[src/rtl/uart_pkg.sv]
// Shared UART constants and transmitter state encoding.
// The receiver side of the link imports the same frame levels.
package uart_pkg;

    localparam int   UART_DATA_BITS = 8;
    localparam logic UART_START_LVL = 1'b0;
    localparam logic UART_STOP_LVL  = 1'b1;
    localparam logic UART_IDLE_LVL  = 1'b1;

    localparam logic [2:0] ST_IDLE   = 3'd0;
    localparam logic [2:0] ST_START  = 3'd1;
    localparam logic [2:0] ST_DATA   = 3'd2;
    localparam logic [2:0] ST_PARITY = 3'd3;
    localparam logic [2:0] ST_STOP   = 3'd4;

    typedef enum logic [2:0] {
        IDLE   = ST_IDLE,
        START  = ST_START,
        DATA   = ST_DATA,
        PARITY = ST_PARITY,
        STOP   = ST_STOP
    } tx_state_e;

    // Width of a 0..cpb-1 counter, never below one bit.
    function automatic int cnt_width(input int cpb);
        return (cpb > 1) ? $clog2(cpb) : 1;
    endfunction

endpackage

[src/rtl/uart_tx_baud_tick.sv]
// uart_baud_tick: per-bit cycle counter for the UART transmitter.
// Ports: clk, reset (sync, high), clear (hold count at 0),
//   bit_end (count == CLKS_PER_BIT-1),
//   pre_end (the next cycle will be a bit_end cycle).
module uart_baud_tick
    import uart_pkg::*;
#(
    parameter int CLKS_PER_BIT = 1
) (
    input  logic clk,
    input  logic reset,
    input  logic clear,
    output logic bit_end,
    output logic pre_end
);

    localparam int CW = cnt_width(CLKS_PER_BIT);
    localparam logic [CW-1:0] LAST = CW'(CLKS_PER_BIT - 1);
    localparam logic [CW-1:0] PRE  =
        CW'((CLKS_PER_BIT > 1) ? CLKS_PER_BIT - 2 : 0);

    logic [CW-1:0] cnt;

    always_ff @(posedge clk) begin
        if (reset || clear) begin
            cnt <= '0;
        end else if (bit_end) begin
            cnt <= '0;
        end else begin
            cnt <= cnt + 1'b1;
        end
    end

    assign bit_end = (cnt == LAST);

    // Lets the FSM register outputs that must be high exactly
    // in the last cycle of a bit period.
    assign pre_end = (CLKS_PER_BIT == 1) ? 1'b1
                   : (!clear && !bit_end && cnt == PRE);

endmodule

[src/rtl/uart_tx.sv]
// UART frame transmitter: start, 8 data bits LSB first, [parity], stop.
// Ports: clk, reset (sync, high), tx_data/tx_valid/tx_ready handshake,
//   signal (registered serial line, idles high),
//   frame_done (pulse in last stop-bit cycle).
// Define UART_TX_PARITY_EN to insert an even-parity bit after the data.
module uart_tx
    import uart_pkg::*;
#(
    parameter int CLKS_PER_BIT = 1,
    parameter int DATA_BITS    = UART_DATA_BITS
) (
    input  logic       clk,
    input  logic       reset,
    input  logic [7:0] tx_data,
    input  logic       tx_valid,
    output logic       tx_ready,
    output logic       signal,
    output logic       frame_done
);

    localparam int BW = $clog2(DATA_BITS);
    localparam logic [BW-1:0] LAST_BIT = BW'(DATA_BITS - 1);

    tx_state_e  state;
    logic [7:0] shreg;
    logic [BW-1:0] bit_cnt;
    logic       bit_end;
    logic       pre_end;
    logic       accept;
    logic       clear;
`ifdef UART_TX_PARITY_EN
    logic       par;
`endif

    assign accept = tx_valid && tx_ready;
    assign clear  = (state == IDLE);

    uart_baud_tick #(
        .CLKS_PER_BIT(CLKS_PER_BIT)
    ) u_tick (
        .clk    (clk),
        .reset  (reset),
        .clear  (clear),
        .bit_end(bit_end),
        .pre_end(pre_end)
    );

    always_ff @(posedge clk) begin
        if (reset) begin
            state      <= IDLE;
            signal     <= UART_IDLE_LVL;
            tx_ready   <= 1'b1;
            frame_done <= 1'b0;
            shreg      <= '0;
            bit_cnt    <= '0;
`ifdef UART_TX_PARITY_EN
            par        <= 1'b0;
`endif
        end else begin
            frame_done <= 1'b0;
            unique case (state)
                IDLE: begin
                    if (accept) begin
                        state    <= START;
                        signal   <= UART_START_LVL;
                        shreg    <= tx_data;
                        tx_ready <= 1'b0;
                    end else begin
                        signal   <= UART_IDLE_LVL;
                        tx_ready <= 1'b1;
                    end
                end
                START: begin
                    if (bit_end) begin
                        state   <= DATA;
                        signal  <= shreg[0];
                        bit_cnt <= '0;
`ifdef UART_TX_PARITY_EN
                        par     <= ^shreg;
`endif
                    end
                end
                DATA: begin
                    if (bit_end) begin
                        if (bit_cnt == LAST_BIT) begin
`ifdef UART_TX_PARITY_EN
                            state  <= PARITY;
                            signal <= par;
`else
                            state      <= STOP;
                            signal     <= UART_STOP_LVL;
                            tx_ready   <= pre_end;
                            frame_done <= pre_end;
`endif
                        end else begin
                            bit_cnt <= bit_cnt + 1'b1;
                            shreg   <= shreg >> 1;
                            signal  <= shreg[1];
                        end
                    end
                end
`ifdef UART_TX_PARITY_EN
                PARITY: begin
                    if (bit_end) begin
                        state      <= STOP;
                        signal     <= UART_STOP_LVL;
                        tx_ready   <= pre_end;
                        frame_done <= pre_end;
                    end
                end
`endif
                STOP: begin
                    if (bit_end) begin
                        if (accept) begin
                            // Back-to-back: next start bit follows
                            // the stop bit with no idle gap.
                            state    <= START;
                            signal   <= UART_START_LVL;
                            shreg    <= tx_data;
                            tx_ready <= 1'b0;
                        end else begin
                            state    <= IDLE;
                            signal   <= UART_IDLE_LVL;
                            tx_ready <= 1'b1;
                        end
                    end else begin
                        tx_ready   <= pre_end;
                        frame_done <= pre_end;
                    end
                end
                default: begin
                    state    <= IDLE;
                    signal   <= UART_IDLE_LVL;
                    tx_ready <= 1'b1;
                end
            endcase
        end
    end

endmodule

[config.mk]
export PLATFORM = sky130hd
export DESIGN_NAME = uart_tx
export DESIGN_NICKNAME = d
export VERILOG_FILES = /design/src/rtl/uart_pkg.sv /design/src/rtl/uart_tx_baud_tick.sv /design/src/rtl/uart_tx.sv
export SDC_FILE = /design/constraint.sdc
export NUM_CORES = 1
export LEC_CHECK = 0
export CAP_MARGIN = 20
export CORE_MARGIN = 3
export CORE_UTILIZATION = 60
export CTS_BUF_LIST = sky130_fd_sc_hd__clkbuf_4 sky130_fd_sc_hd__clkbuf_8
export CTS_CLUSTER_DIAMETER = 100
export DETAILED_ROUTE_END_ITERATION = 10
export HOLD_SLACK_MARGIN = 0.08
export PLACE_DENSITY = 0.83
export SLEW_MARGIN = 30
export SYNTH_ARGS = -nofsm -noshare
export SYNTH_HDL_FRONTEND = slang
export SYNTH_HIERARCHICAL = 1
export SYNTH_SLANG_ARGS = --single-unit
[constraint.sdc]
create_clock -name clk -period 4 [get_ports clk]
set_input_delay 1 -clock clk [delete_from_list [all_inputs] [get_ports clk]]
set_output_delay 1 -clock clk [all_outputs]
set_load 0.005 [all_outputs]
After elaboration in Yosys (flattened, before gate mapping)
Index checks and enable logic that the tools add are counted.
- flip-flop bits (word level): 18
- input port bits: 11
- output and inout bits: 3
- word-level logic and storage cells: 62
- add/sub/neg operators: 2
- equality and inequality tests: 10
- mux-type cells: 30
- bitwise logic cells: 2
- reductions and logical operators: 11
- operators by type and width (cell ; number):
    8-bit two-way mux ; 4
    3-bit two-way mux ; 8
    8-bit case mux with 3 select lines ; 1
    1-bit two-way mux ; 12
    2-bit inequality test, second input constant ; 6
    3-bit case mux with 4 select lines ; 1
    1-bit case mux with 4 select lines ; 2
    4-bit AND reduction ; 2
    3-bit == test, second input constant ; 2
    3-bit case mux with 2 select lines ; 1
    3-bit AND reduction ; 2
    5-bit AND reduction ; 1
    3-bit by 1-bit adder with 3-bit output, second input constant ; 1
    3-bit by 1-bit == test with 1-bit output, second input constant ; 1
    3-bit by 2-bit == test with 1-bit output, second input constant ; 1
    3-bit logical NOT ; 1
    3-bit nonzero test ; 1
    1-bit inverter ; 2
    1-bit case mux with 2 select lines ; 1
    2-bit nonzero test ; 1
    2-bit OR reduction ; 1
    1-bit adder, second input constant ; 1
    1-bit logical AND ; 1
    1-bit logical OR ; 1

Logic depth before layout (Yosys ltp)
Gate-level depths: netlist of run 1.
- word-level depth: 4
- mapped depth: 7
- mapped depth without buffers: 6

Modules after synthesis
Netlist of run 1, hierarchy kept.
- by module, submodules not included (module ; instances ; cells each ; area each (um^2)):
    uart_tx ; 1 ; 106 ; 962.2
    uart_baud_tick ; 1 ; 5 ; 38.8

Least setup slack after synthesis of run 1
OpenSTA, ideal clock, no wires.
- kind: input to register
- start: input port tx_valid
- end: register shreg[0]
- arrival: 1.798 ns
- required time: 3.914 ns
- slack: 2.117 ns
- stages on the path: 5
- path through: nand4bb_1 a31oi_4 buf_4 nor2_1 a211oi_1
- word-level cells in the longest chain between the ends: 4
- RTL lines (what ; RTL line ; text):
    start, declared ; uart_tx.sv:15 ; input logic tx_valid,
    1-bit logical AND * ; uart_tx.sv:35 ; assign accept = tx_valid && tx_ready;
    8-bit two-way mux * ; - ;
    8-bit two-way mux ; - ;
    8-bit case mux with 3 select lines * ; - ;
    end signal, assigned ; uart_tx.sv:66 ; shreg <= tx_data;
    end signal, assigned ; uart_tx.sv:97 ; shreg <= shreg >> 1;
    end signal, assigned ; uart_tx.sv:119 ; shreg <= tx_data;
    end, declared ; uart_tx.sv:25 ; logic [7:0] shreg;
Every way passes the cells marked *; elsewhere a longest branch is shown, timed or not. The select of a mux whose other input is x is not followed.
A chain may end at the register's enable or synchronous reset.

Worst setup path after layout of run 1
- start: register tx_ready
- end: output port tx_ready
- RTL lines (what ; RTL line ; text):
    start, declared ; uart_tx.sv:16 ; output logic tx_ready,
    start signal, assigned ; uart_tx.sv:92 ; tx_ready <= pre_end;
    start signal, assigned ; uart_tx.sv:127 ; tx_ready <= pre_end;
No word-level cell between the ends.

==> out/results.txt, run 1 <==
The number of gates given a new drive strength after cts was 0. Once detail routing completed, the nets flagged for antenna violations numbered 0. The tools report the number of buffers added for setup after CTS as 0. Of all nets on the critical path, the largest fanout is 6. The reg-to-reg endpoint is shreg[2]$_SDFFE_PP0P_. Summing over every cut layer, the via total after detailed routing is 784. The async set-or-reset flop fraction in the synthesized netlist was 0; the count of TritonRoute iterations in the first routing pass was 3. The number of endpoints failing setup at the final stage is 0, and the area of the placeable core is 1540 µm². For the sequential-to-total area share from yosys stat, the log shows 0.360. The global-route wire length before repair is 2820 µm. The signal on the critical path passes through clkdlybuf4s50_1. The run gives 0.390 as the tightest slew margin relative to the limit. The worst path buffer plus inverter count was 1.

The share of total power in the clock network was 0.256. The sum of overflow across all layers after global routing is 0. Cell internal power was estimated by the tool at 0.309 mW. The tools report the critical register-to-register path startpoint as state[1]$_SDFFE_PP0P_.

Synthesis instantiated 34 different standard cells from the library. For the worst flop-to-flop path, the logic depth is 3. The worst setup path is launched from a register. Summed over all nets, the switching power comes to 0.122 mW. Total of buffers placed on input and output ports: 13.

The maximum count of clock buffers along a single path came out at 2. The clock-pin slew on the worst setup and hold paths came out at 0.10 ns. Endpoint class of the critical path: an output port.

After floorplanning, the core was divided into 14 placement rows. The worst hold path passes through 2 cells. The startpoint identified for the worst hold timing path is shreg[4]$_SDFFE_PP0P_. The total routing resource utilization after global routing was 0.181; the number of enable-type register cells in the synthesized netlist was 0.

At the worst endpoint, the arrival time is 1.26 ns. The share of post-route cells with drive strength above 1 came out at 0.0588. The critical path ends at tx_ready. Dividing the detail-routed via count by the number of cells gives 5.81.

The setup check on the worst reg-to-reg path leaves a slack of 2.00 ns. The highest cell delay on the worst timing path is 0.54 ns. The run gives 650 as the via count of the first global-routing pass.

Starting DRC count in detailed routing: 5. The logs give 19 for the largest net degree at the start of global routing and 0 for the max-cap violation count. The run gives 0 as the antenna diode instance count.

Total length of routed wires: 1710 µm. TritonCTS built the clock tree. Post-detailed-route wirelength per cell: 12.6 µm. Slew at the pin with the worst max-slew slack: 0.911 ns. Data on the critical path is required at its endpoint by 3.00 ns.

Post-route fraction of the period consumed by the critical path: 0.565. Counting every net in the synthesized netlist gives 125. The tightest min-delay check is of the reg2reg type. The tools report the register share of total power as 0.512.

The die covers 2190 µm². The number of buffers created by CTS came out at 3. By count the netlist is led by sky130_fd_sc_hd__dfxtp_1 (18), sky130_fd_sc_hd__nor2_1 (16), sky130_fd_sc_hd__mux2i_1 (12), sky130_fd_sc_hd__a211oi_1 (9), sky130_fd_sc_hd__nor2b_1 (5). The number of stages on the worst setup path is 1, and the max-slew violation total from the final report is 0.

The combinational share of power was 0.232; the cell count after placement was 131. The hold violation total from the final report is 0. During synthesis, Yosys emitted a total of 6 warnings.

For this design, the sink count on the clock tree is 18. The flow ran to the end, and the final reports show no timing, DRC or antenna violations. The area added between synthesis and finish is 13.9%. The slowest library cell on the worst path was sky130_fd_sc_hd__clkdlybuf4s50_1. The routed design could run at a clock period as short as 2.26 ns. After filler insertion, the fill cell instance count of the layout stands at 124. Counting every instance in the synthesized netlist gives 111. After synthesis the netlist holds a flip-flop and latch count of 18. Among all flip-flop cells after synthesis, the most frequent one is sky130_fd_sc_hd__dfxtp_1. The largest area contributor in the synthesized netlist is sky130_fd_sc_hd__dfxtp_1. Tracing the worst setup path back leads to its startpoint at tx_ready$_SDFFE_PP1P_. Fraction of post-synthesis cell area in the top cell type by area: 0.360. Routability-driven placement congestion ratio: 0.806. In this run the power density over the cells is 379 nW/µm².

Once detailed placement completed, the half-perimeter wirelength came to 1190 µm. The tools report the cell area after synthesis as 1000 µm². For this design the top-level I/O count stands at 14. Yosys attributes the largest share of cell area to sky130_fd_sc_hd__dfxtp_1 (36%), sky130_fd_sc_hd__mux2i_1 (12%), sky130_fd_sc_hd__a211oi_1 (6.8%). The number of nets in the layout was 134; the clock latency reported for the late side of the worst-skew pair was 0.29 ns. Based on the critical path, the design can be clocked at up to 442 MHz.

In the post-synthesis netlist, the cell with the most instances is sky130_fd_sc_hd__dfxtp_1. In the routed design, unresolved DRC markers number 0. The number of levels in the clock H-tree was 1; the final hold slack was 0.505 ns. For the final database, setup skew stands at 0.00124 ns.

Hold-fix buffer count after cts: 0. The cell sitting at the root of the clock tree is a sky130_fd_sc_hd__clkbuf_4. The initial antenna violation count came out at 0.

The critical path in this run is classified as reg2out. The floorplan step set the die height to 46.8 µm. The finished layout holds 135 standard cells, fillers aside. The fraction of power spent switching nets is 0.283, and the summed negative setup slack over all endpoints is 0 ns. Setup repair after global routing left no endpoint under its margin.

Broken down by cell family, the worst path's largest delay share belongs to buffers and inverters. Die span in x: 46.8 µm. The logs give 0.447 nW for the static leakage and 0.649 for the effective utilization at floorplan.

Each instance of the synthesized netlist takes up on average 9.02 µm². The peak supply drop was 0.294 mV.
## cell type report
cell class	instances	area (µm²)	share of cell area
timing repair buffer	13	130	0.114
clock buffer	4	36.3	0.0318
tap	16	20.0	0.0176
sequential	18	360	0.316
multi-input combinational	81	582	0.510
inverter	3	11.3	0.00988
## worst min path at each step
stage,endpoint,slack (ns)
floorplan,shreg[7]$_SDFFE_PP0P_,0.46
global placement,shreg[7]$_SDFFE_PP0P_,0.47
detailed placement,shreg[7]$_SDFFE_PP0P_,0.49
CTS,shreg[2]$_SDFFE_PP0P_,0.51
global route,shreg[4]$_SDFFE_PP0P_,0.53
finish,shreg[4]$_SDFFE_PP0P_,0.50
## per-stage QoR
stage,utilization,instance area [µm²],power (mW),worst slack (ns)
after global routing,0.739,1140,0.459,1.66
after detailed placement,0.716,1100,0.326,1.45
final,0.739,1140,0.432,1.74
after CTS,0.739,1140,0.440,1.70
after global placement,0.716,1100,0.323,1.47
after floorplan,-,1000,0.300,2.12
## registers in the layout (all words and copies together) (netlist names)
signal and count:
shreg 8, bit_cnt 3, state 3, frame_done 1, signal 1, tx_ready 1
u_tick/cnt 1
## per-layer routing
layer  vias to the layer above  global-route usage  share of wire
met3                         2              0.0460          0.029
met5                         -                   0              0
li1                        411                   -              -
met2                        11               0.287           0.47
met1                       360               0.229           0.49
met4                         0              0.0829         0.0059
## cells in the final DEF (no fill, tap or decap), drive strengths merged, types with 3 or more instances in the layout
cell	Yosys	routed
nor3	3	3
nor2	16	16
clkdlybuf4s50	0	13
a21oi	4	4
ha	3	3
mux2i	12	12
dfxtp	18	18
inv	3	3
a31oi	4	4
a211oi	9	9
nor2b	5	5
clkbuf	3	4
## kinds of logic (layout without fill, tap and decap cells)
kind of cell	after synthesis	in the layout	synth area share
multiplexers	13	13	0.131
other	2	2	0.00750
flip-flops	18	18	0.360
adder cells (fa/ha/maj)	4	4	0.0475
buffers and inverters	12	20	0.0587
AO/OA/AOI/OAI	22	22	0.166
AND/OR/NAND/NOR	40	40	0.229
## power by group through the flow
stage | Sequential (mW) | Clock (mW) | Combinational (mW)
floorplan | 0.217 | 0 | 0.0834
global placement | 0.224 | 0 | 0.0990
detailed placement | 0.225 | 0 | 0.101
CTS | 0.221 | 0.118 | 0.101
global route | 0.225 | 0.122 | 0.112
finish | 0.221 | 0.110 | 0.100
Power figures use the tool's default switching activity.
==> run 2: changes to the inputs <==
- CORE_UTILIZATION: 60 -> 50
- PLACE_DENSITY: 0.83 -> 0.74
- clock period: 4 -> 2 ns (I/O delays scaled with it)
==> run 2 against run 1 <==
Effect of this change:
- via count grew 2.7%
- core utilization shrank 6.9 points
- critical path depth grew 5
- global-route usage shrank 2.3 points
- sequential cell count is the same
- clock power grew 110%
- routed wire length grew 10%
- sequential power grew 93%
- cell area grew 6.0%
- non-clock buffer count grew 6
- setup slack lost 1.6 ns
- first-iteration DRC count grew to 2.6 times the previous value
- critical path type is now reg2reg
- critical endpoint is now bit_cnt[2]$_SDFFE_PP0P_
==> out/results.txt, run 2 (synthesis gave the netlist of run 1 again) <==
The endpoint with the worst hold slack is shreg[3]$_SDFFE_PP0P_. In the layout the commonest cells are sky130_fd_sc_hd__dfxtp_1 (18), sky130_fd_sc_hd__nor2_1 (16), sky130_fd_sc_hd__clkdlybuf4s50_1 (13). The run gives 3040 µm (+7.9%) as the global-route wire length before repair. The critical-path maximum fanout is 3 (-3), and the total area of multi-input combinational cells is 582 µm² (unchanged).

The register with the most flip-flops is shreg. In this run the critical register-to-register path is launched from bit_cnt[0]$_SDFFE_PP0P_. The run gives 0 (unchanged) as the total DRC errors in the routed layout.

The logs give 0.907 mW (+110%) for the power after layout and 0.29 ns (about the same) for the clock latency reported for the late side of the worst-skew pair. The number of gates given a new drive strength after cts was 0 (unchanged); the depth of the worst register-to-register path was 6 (+3). The total number of vias was 805 (+2.7%). The number of buffers added for setup after CTS is 0 (unchanged).

The run gives 0.482 nW (+7.9%) as the static leakage. The number of levels in the clock H-tree was 1 (unchanged). The logs give 2570 µm² (+17%) for the area enclosed by the die boundary and 0.556 (-0.0938) for the effective utilization at floorplan.

The largest net degree at the start of global routing came out at 18 (-1). For this run, the top clock speed supported by timing is 546 MHz. The number of routed nets with antenna violations was 0 (unchanged); the area added between synthesis and finish was 20.8%.

The summed negative setup slack over all endpoints was 0 ns (unchanged); the number of nets in the layout was 140 (+4.5%). Count of TritonRoute iterations in the first routing pass: 4 (+1). The run gives 18 (unchanged) as the clock sink count. Classification of the worst-slack hold path: reg2reg.

The via density per instance is 5.37 (-7.6%), and the routability-driven placement congestion ratio is 0.791 (-1.8%). The most common cell type on the critical path is sky130_fd_sc_hd__ha_1. Setup repair after global routing left no endpoint under its margin. The count of filler cells inserted in the layout was 161 (+30%); the via count of the first global-routing pass was 734 (+13%). Flip-flop count of the largest register after layout: 8 (unchanged). The tools report the initial antenna violation count as 0 (unchanged). The worst setup path is launched from a register. For the cell row count, the log shows 15 (+1). The total half-perimeter wirelength after legalization and detailed placement is 1380 µm (+16%), and the peak supply drop is 0.543 mV (+85%). The post-detailed-route wirelength per cell is 12.5 µm (-0.98%). The critical path goes through ha_1 -> ha_1 -> or3b_1 -> a211o_1 -> mux2i_1 -> nor2_1. For the total length of routed wires, the log shows 1880 µm (+10%).

Total of buffers placed on input and output ports: 13 (unchanged). The clock skew after layout is 0.00269 ns (+0.00145 ns), and the starting DRC count in detailed routing is 13 (+8). The slowest library cell on the worst path was sky130_fd_sc_hd__or3b_1.

The max-slew violation total from the final report is 0 (unchanged), and the boundary pin count is 14 (unchanged). The area of the placeable core was 1800 µm² (+17%). The run gives 0 (unchanged) as the hold-fix buffer count after cts. The run gives 2 (unchanged) as the maximum count of clock buffers along a single path. The max-cap violation count is 0 (unchanged). The number of buffers created by CTS is 3 (unchanged).

The highest cell delay on the worst timing path is 0.37 ns (-0.17 ns). Most frequent standard cell in the layout excluding fill and tap cells: sky130_fd_sc_hd__dfxtp_1. The antenna diode instance count was 0 (unchanged); the data arrival time of the critical path was 2.03 ns (+0.77 ns). For the sum of overflow across all layers after global routing, the log shows 0 (unchanged). The beginning of the worst hold path was shreg[3]$_SDFFE_PP0P_. The logs give 0.17 ns (-1.83 ns) for the internal reg-to-reg setup slack and 2.20 ns (-0.80 ns) for the required arrival time at the worst endpoint. Clock tree synthesis selected as its root buffer the cell sky130_fd_sc_hd__clkbuf_4. The critical path is of the reg2reg type.

TritonCTS built the clock tree. The tools report the reg-to-reg endpoint as bit_cnt[2]$_SDFFE_PP0P_. The power per cell area was 751 nW/µm² (+98%); the number of endpoints failing setup at the final stage was 0 (unchanged). STA classifies the critical path endpoint as a register. The die height was 50.7 µm (+8.3%). The flow ran to the end, and the final reports show no timing, DRC or antenna violations. The post-route fraction of the period consumed by the critical path was 0.916. For the total routing resource utilization after global routing, the log shows 0.158 (-0.0230). The share of post-route cells with drive strength above 1 is 0.104 (+0.0452), and the number of stages on the worst hold path is 2 (unchanged). The die span in x was 50.7 µm (+8.3%). The largest registers in the layout are shreg: 8 flops, bit_cnt: 3 flops, state: 3 flops. Counting I/O delays and the setup requirement, the final critical path takes 1.83 ns. The clock-pin slew on the worst setup and hold paths was 0.10 ns (about the same); the area used by sequential logic in the layout was 360 µm² (unchanged). The run gives 0.510 ns (+0.00472 ns) as the final hold slack. Hold violation total from the final report: 0 (unchanged).
-- run 2: cell count changes in the layout (fill, tap and decap cells not counted) --
cell                     delta
sky130_fd_sc_hd__buf_12     +1
sky130_fd_sc_hd__buf_4      +5
-- run 2: routing by layer --
layer / routed length (µm) / track usage
met1: 902 / 0.180
met2: 882 / 0.263
met3: 62 / 0.0356
met4: 31 / 0.0987
met5: 0 / 0
-- run 2: how the worst max path moves through the flow --
stage / to / slack, ns / cells past startpoint / start
2_1_floorplan: bit_cnt[0]$_SDFFE_PP0P_ / 0.29 / 6 / bit_cnt[0]$_SDFFE_PP0P_
3_3_place_gp: shreg[7]$_SDFFE_PP0P_ / 0.1 / 6 / tx_valid
3_5_place_dp: shreg[1]$_SDFFE_PP0P_ / 0.05 / 6 / tx_valid
4_1_cts: bit_cnt[2]$_SDFFE_PP0P_ / 0.15 / 6 / bit_cnt[0]$_SDFFE_PP0P_
5_1_grt: bit_cnt[1]$_SDFFE_PP0P_ / 0.07 / 6 / bit_cnt[0]$_SDFFE_PP0P_
6_report: bit_cnt[2]$_SDFFE_PP0P_ / 0.17 / 6 / bit_cnt[0]$_SDFFE_PP0P_
-- run 2: report_power, final --
group	switching, mW	internal (mW)	leakage (nW)
Clock	0.118	0.111	0.0210
Combinational	0.116	0.135	0.313
Sequential	0.0279	0.400	0.148
-- run 2: layout make-up --
type,instances,area share
Multi-Input combinational cell,81,0.481
Timing Repair Buffer,19,0.155
Tap cell,25,0.0259
Inverter,3,0.00932
Sequential cell,18,0.298
Clock buffer,4,0.0300
-- run 2: through the flow --
step	instances	setup WS, ns	utilization	cell area, µm²
floorplan	111	0.289	-	1000
global placement	146	0.0995	0.651	1170
detailed placement	146	0.0458	0.651	1170
CTS	150	0.149	0.671	1210
global route	150	0.0710	0.671	1210
finish	150	0.169	0.671	1210
-- run 2: worst max-delay path, delay by kind of cell, from the launching register on --
kind / cells / cell delay (ns)
mux: 1 / 0.17
flops: 1 / 0.34
compound gates: 1 / 0.36
fa+ha+maj: 2 / 0.45
simple gates: 2 / 0.42
==> run 3: changes to the inputs <==
- CORE_UTILIZATION: 50 -> 49
- PLACE_DENSITY: 0.74 -> 0.73
- SYNTH_HIERARCHICAL: 1 -> default
==> run 3 against run 2 <==
Effect of this change:
- clock power is 25% lower
- first-iteration DRC count is 7.7% lower
- global-route usage decreased by 0.54 points
- largest cell class unchanged
==> out/results.txt, run 3 <==
The area of the placeable core was 1780 µm² (-1.0%); the hold violation total from the final report was 0 (unchanged). The max-cap violation count came out at 0 (unchanged). Setup repair after global routing left no endpoint under its margin. The antenna diode instance count came out at 0 (unchanged).

The number of stages on the worst hold path works out to 2 (unchanged). The post-route fraction of the period consumed by the critical path was 0.907 (-0.00827); the post-synth net total was 110 (-12%). Largest net degree at the start of global routing: 18 (unchanged). CTS placed an instance of sky130_fd_sc_hd__clkbuf_4 at the clock tree root. The fraction of post-synthesis cell area in the top cell type by area was 0.378 (+0.0184). The required arrival time at the worst endpoint was 2.21 ns (about the same). The number of gates given a new drive strength after cts came out at 0 (unchanged). The maximum count of clock buffers along a single path is 2 (unchanged), and the total number of yosys warnings is 0 (-6). The post-detailed-route wirelength per cell is 12.2 µm (-2.4%).

The hold-fix buffer count after cts is 0 (unchanged), and the count of TritonRoute iterations in the first routing pass is 4 (unchanged). The tools report the cell row count as 15 (unchanged). The async set-or-reset flop fraction in the synthesized netlist is 0 (unchanged). The data arrival time of the critical path was 2.02 ns (about the same). The via count of the first global-routing pass is 646 (-12%). The run finished with clean final reports. Number of enable-type register cells in the synthesized netlist: 0 (unchanged). Register with the most flip-flops: shreg. Total routing resource utilization after global routing: 0.152 (-0.00541). The logs give 18 (unchanged) for the clock sink count and 97 (-13%) for the synthesized instance count.

The tools report the summed negative setup slack over all endpoints as 0 ns (unchanged). The max-slew violation total from the final report was 0 (unchanged); the clock latency reported for the late side of the worst-skew pair was 0.28 ns (about the same). Leaving out fill and tap cells, the most frequent cell in the layout is sky130_fd_sc_hd__dfxtp_1.

For the effective utilization at floorplan, the log shows 0.534 (-0.0215). The slew at the pin with the worst max-slew slack is 0.612 ns, and the number of endpoints failing setup at the final stage is 0 (unchanged). For the number of nets in the layout, the log shows 124 (-11%). The die span in x is 50.1 µm (-1.3%), and the area added between synthesis and finish is 16.7%. The critical-path maximum fanout came out at 16 (+13). After synthesis, the cell types taking the most area are sky130_fd_sc_hd__dfxtp_1 (38%), sky130_fd_sc_hd__mux2i_1 (7.4%), sky130_fd_sc_hd__a211oi_1 (4.7%). The run gives 1640 µm (-13%) as the total length of routed wires. In the post-synthesis netlist, the cell with the most instances is sky130_fd_sc_hd__dfxtp_1. STA classifies the critical path startpoint as a register.

The starting DRC count in detailed routing was 12 (-1). The run gives 1 (unchanged) as the number of levels in the clock H-tree. The count of filler cells inserted in the layout is 161 (unchanged), and the depth of the worst register-to-register path is 8 (+2). The share of post-route cells with drive strength above 1 is 0.156 (+0.0520), and the internal reg-to-reg setup slack is 0.19 ns (+0.02 ns). Sum of overflow across all layers after global routing: 0 (unchanged).

The tools report the cell count after placement as 131 (-10%). In this run the critical register-to-register path is launched from bit_cnt[0]$_SDFFE_PP0P_. The total number of vias is 717 (-11%), and the synthesized area per cell is 9.82 µm² (+8.9%).

The time the final worst path needs with I/O delays and setup works out to 1.81 ns (-0.0165 ns). TritonCTS built the clock tree. The total area of multi-input combinational cells came out at 524 µm² (-9.9%).

In the layout the commonest cells are sky130_fd_sc_hd__dfxtp_1 (18), sky130_fd_sc_hd__clkdlybuf4s50_1 (13), sky130_fd_sc_hd__nor2_1 (8). Clock-pin slew on the worst setup and hold paths: 0.09 ns (about the same). The number of synthesized register bits works out to 18 (unchanged).

The total of buffers placed on input and output ports is 13 (unchanged), and the initial antenna violation count is 0 (unchanged). The clock skew after layout was 0.000629 ns (-0.00206 ns); the tightest slew margin relative to the limit was 0.582. The flip-flop count of the largest register after layout works out to 8 (unchanged). The area used by sequential logic in the layout is 360 µm² (unchanged), and the total half-perimeter wirelength after legalization and detailed placement is 1200 µm (-14%).

The global-route wire length before repair came out at 2930 µm (-3.7%). The area enclosed by the die boundary came out at 2510 µm² (-2.6%). The via density per instance is 5.35 (-0.30%), and the die height is 50.1 µm (-1.3%).

The logs give 0.378 (+0.0184) for the sequential-to-total area share from yosys stat and 952 µm² (-4.9%) for the cell area after synthesis. In the synthesized netlist the dominant register cell turns out to be sky130_fd_sc_hd__dfxtp_1. The post-route non-filler standard cell count came out at 134 (-11%). For hold timing, the worst endpoint is bit_cnt[2]$_SDFFE_PP0P_.

The tools report the routability-driven placement congestion ratio as 0.741 (-6.4%). The tools report the reg-to-reg endpoint as shreg[2]$_SDFFE_PP0P_. In the final layout, the registers with the most flip-flops are shreg: 8 flops, bit_cnt: 3 flops, state: 3 flops.

By startpoint and endpoint, the worst setup path is classified as reg2reg. The number of routed nets with antenna violations came out at 0 (unchanged). The tools report the peak supply drop as 0.518 mV (-4.6%). The total DRC errors in the routed layout came out at 0 (unchanged). The worst setup path is captured at a register. The number of distinct library cell variants in the gate-level netlist after synthesis is 36 (+5.9%). Boundary pin count: 14 (unchanged). By count the netlist is led by sky130_fd_sc_hd__dfxtp_1 (18), sky130_fd_sc_hd__nor2_1 (8), sky130_fd_sc_hd__mux2i_1 (7), sky130_fd_sc_hd__a211oi_1 (6), sky130_fd_sc_hd__a21oi_1 (6). The number of buffers added for setup after CTS is 0 (unchanged).

The top achievable clock speed is 551 MHz (+0.91%). The number of buffers created by CTS was 3 (unchanged). Classification of the worst-slack hold path: reg2reg. The beginning of the worst hold path is bit_cnt[2]$_SDFFE_PP0P_. Largest area contributor in the synthesized netlist: sky130_fd_sc_hd__dfxtp_1. Power per cell area: 675 nW/µm² (-10%). The static leakage was 0.412 nW (-14%).
==> run 3: cell types whose count changed after synthesis, sizes merged, moves of 3 or more <==
cell / before / now
o21ai: 0 / 4
a31oi: 4 / 1
a21oi: 4 / 7
nor2b: 5 / 1
mux2i: 12 / 7
nor2: 16 / 10
==> run 3: area by class of cell <==
cell class,instances,share of cell area
clock buffer,3,0.0203
multi-input combinational,70,0.472
timing repair buffer,16,0.149
inverter,2,0.00676
tap,25,0.0282
sequential,18,0.324
==> run 3: stage by stage <==
| stage | utilization | setup slack [ns] | hold WS (ns) | total power [mW] | cell area (µm²) |
|---|---|---|---|---|---|
| after floorplan | - | 0.260 | 0.436 | 0.537 | 952 |
| after global placement | 0.611 | 0.0823 | 0.443 | 0.582 | 1090 |
| after detailed placement | 0.611 | 0.0841 | 0.454 | 0.587 | 1090 |
| after CTS | 0.623 | 0.167 | 0.468 | 0.763 | 1110 |
| after global routing | 0.623 | 0.0211 | 0.500 | 0.797 | 1110 |
| final | 0.623 | 0.185 | 0.468 | 0.750 | 1110 |
==> run 3: worst max-delay path: stages (launching register included) <==
cell                        delay (ns)
sky130_fd_sc_hd__dfxtp_1          0.33
sky130_fd_sc_hd__ha_1             0.20
sky130_fd_sc_hd__ha_1             0.19
sky130_fd_sc_hd__buf_4            0.16
sky130_fd_sc_hd__nor4b_4          0.27
sky130_fd_sc_hd__a2bb2oi_4        0.19
sky130_fd_sc_hd__buf_12           0.16
sky130_fd_sc_hd__nor2_1           0.05
sky130_fd_sc_hd__a211oi_1         0.19
==> run 3: worst max-delay path by stage <==
stage / to / from / slack [ns] / depth (start not counted)
3_3_place_gp: signal$_SDFFE_PP1P_ / tx_valid / 0.08 / 5
4_1_cts: shreg[2]$_SDFFE_PP0P_ / bit_cnt[0]$_SDFFE_PP0P_ / 0.17 / 8
5_1_grt: shreg[2]$_SDFFE_PP0P_ / bit_cnt[0]$_SDFFE_PP0P_ / 0.02 / 8
3_5_place_dp: shreg[4]$_SDFFE_PP0P_ / tx_valid / 0.08 / 6
2_1_floorplan: signal$_SDFFE_PP1P_ / bit_cnt[0]$_SDFFE_PP0P_ / 0.26 / 6
6_report: shreg[2]$_SDFFE_PP0P_ / bit_cnt[0]$_SDFFE_PP0P_ / 0.19 / 8
==> run 3: power breakdown <==
group	leakage, nW	internal, mW	switching, mW
clock network	0.0138	0.0699	0.101
logic	0.251	0.0942	0.0710
registers	0.148	0.388	0.0256
total	0.412	0.552	0.198
==> run 3: cells by family (layout without fill, tap and decap cells) <==
kind of cell / after synthesis / in the layout / share of synthesized area
xor+xnor: 2 / 2 / 0.0184
buf+inv: 9 / 21 / 0.0710
simple gates: 31 / 31 / 0.205
flops: 18 / 18 / 0.378
fa+ha+maj: 2 / 2 / 0.0263
other cells: 1 / 1 / 0.00394
mux: 7 / 7 / 0.0736
compound gates: 27 / 27 / 0.223
==> run 3: layer usage <==
layer | GRT usage | wire (µm) | part of all wire | up-vias
li1 | - | - | - | 377
met1 | 0.201 | 826 | 0.50 | 328
met2 | 0.224 | 746 | 0.46 | 10
met3 | 0.0544 | 49 | 0.030 | 2
met4 | 0.0553 | 14 | 0.0085 | 0
met5 | 0 | 0 | 0 | -
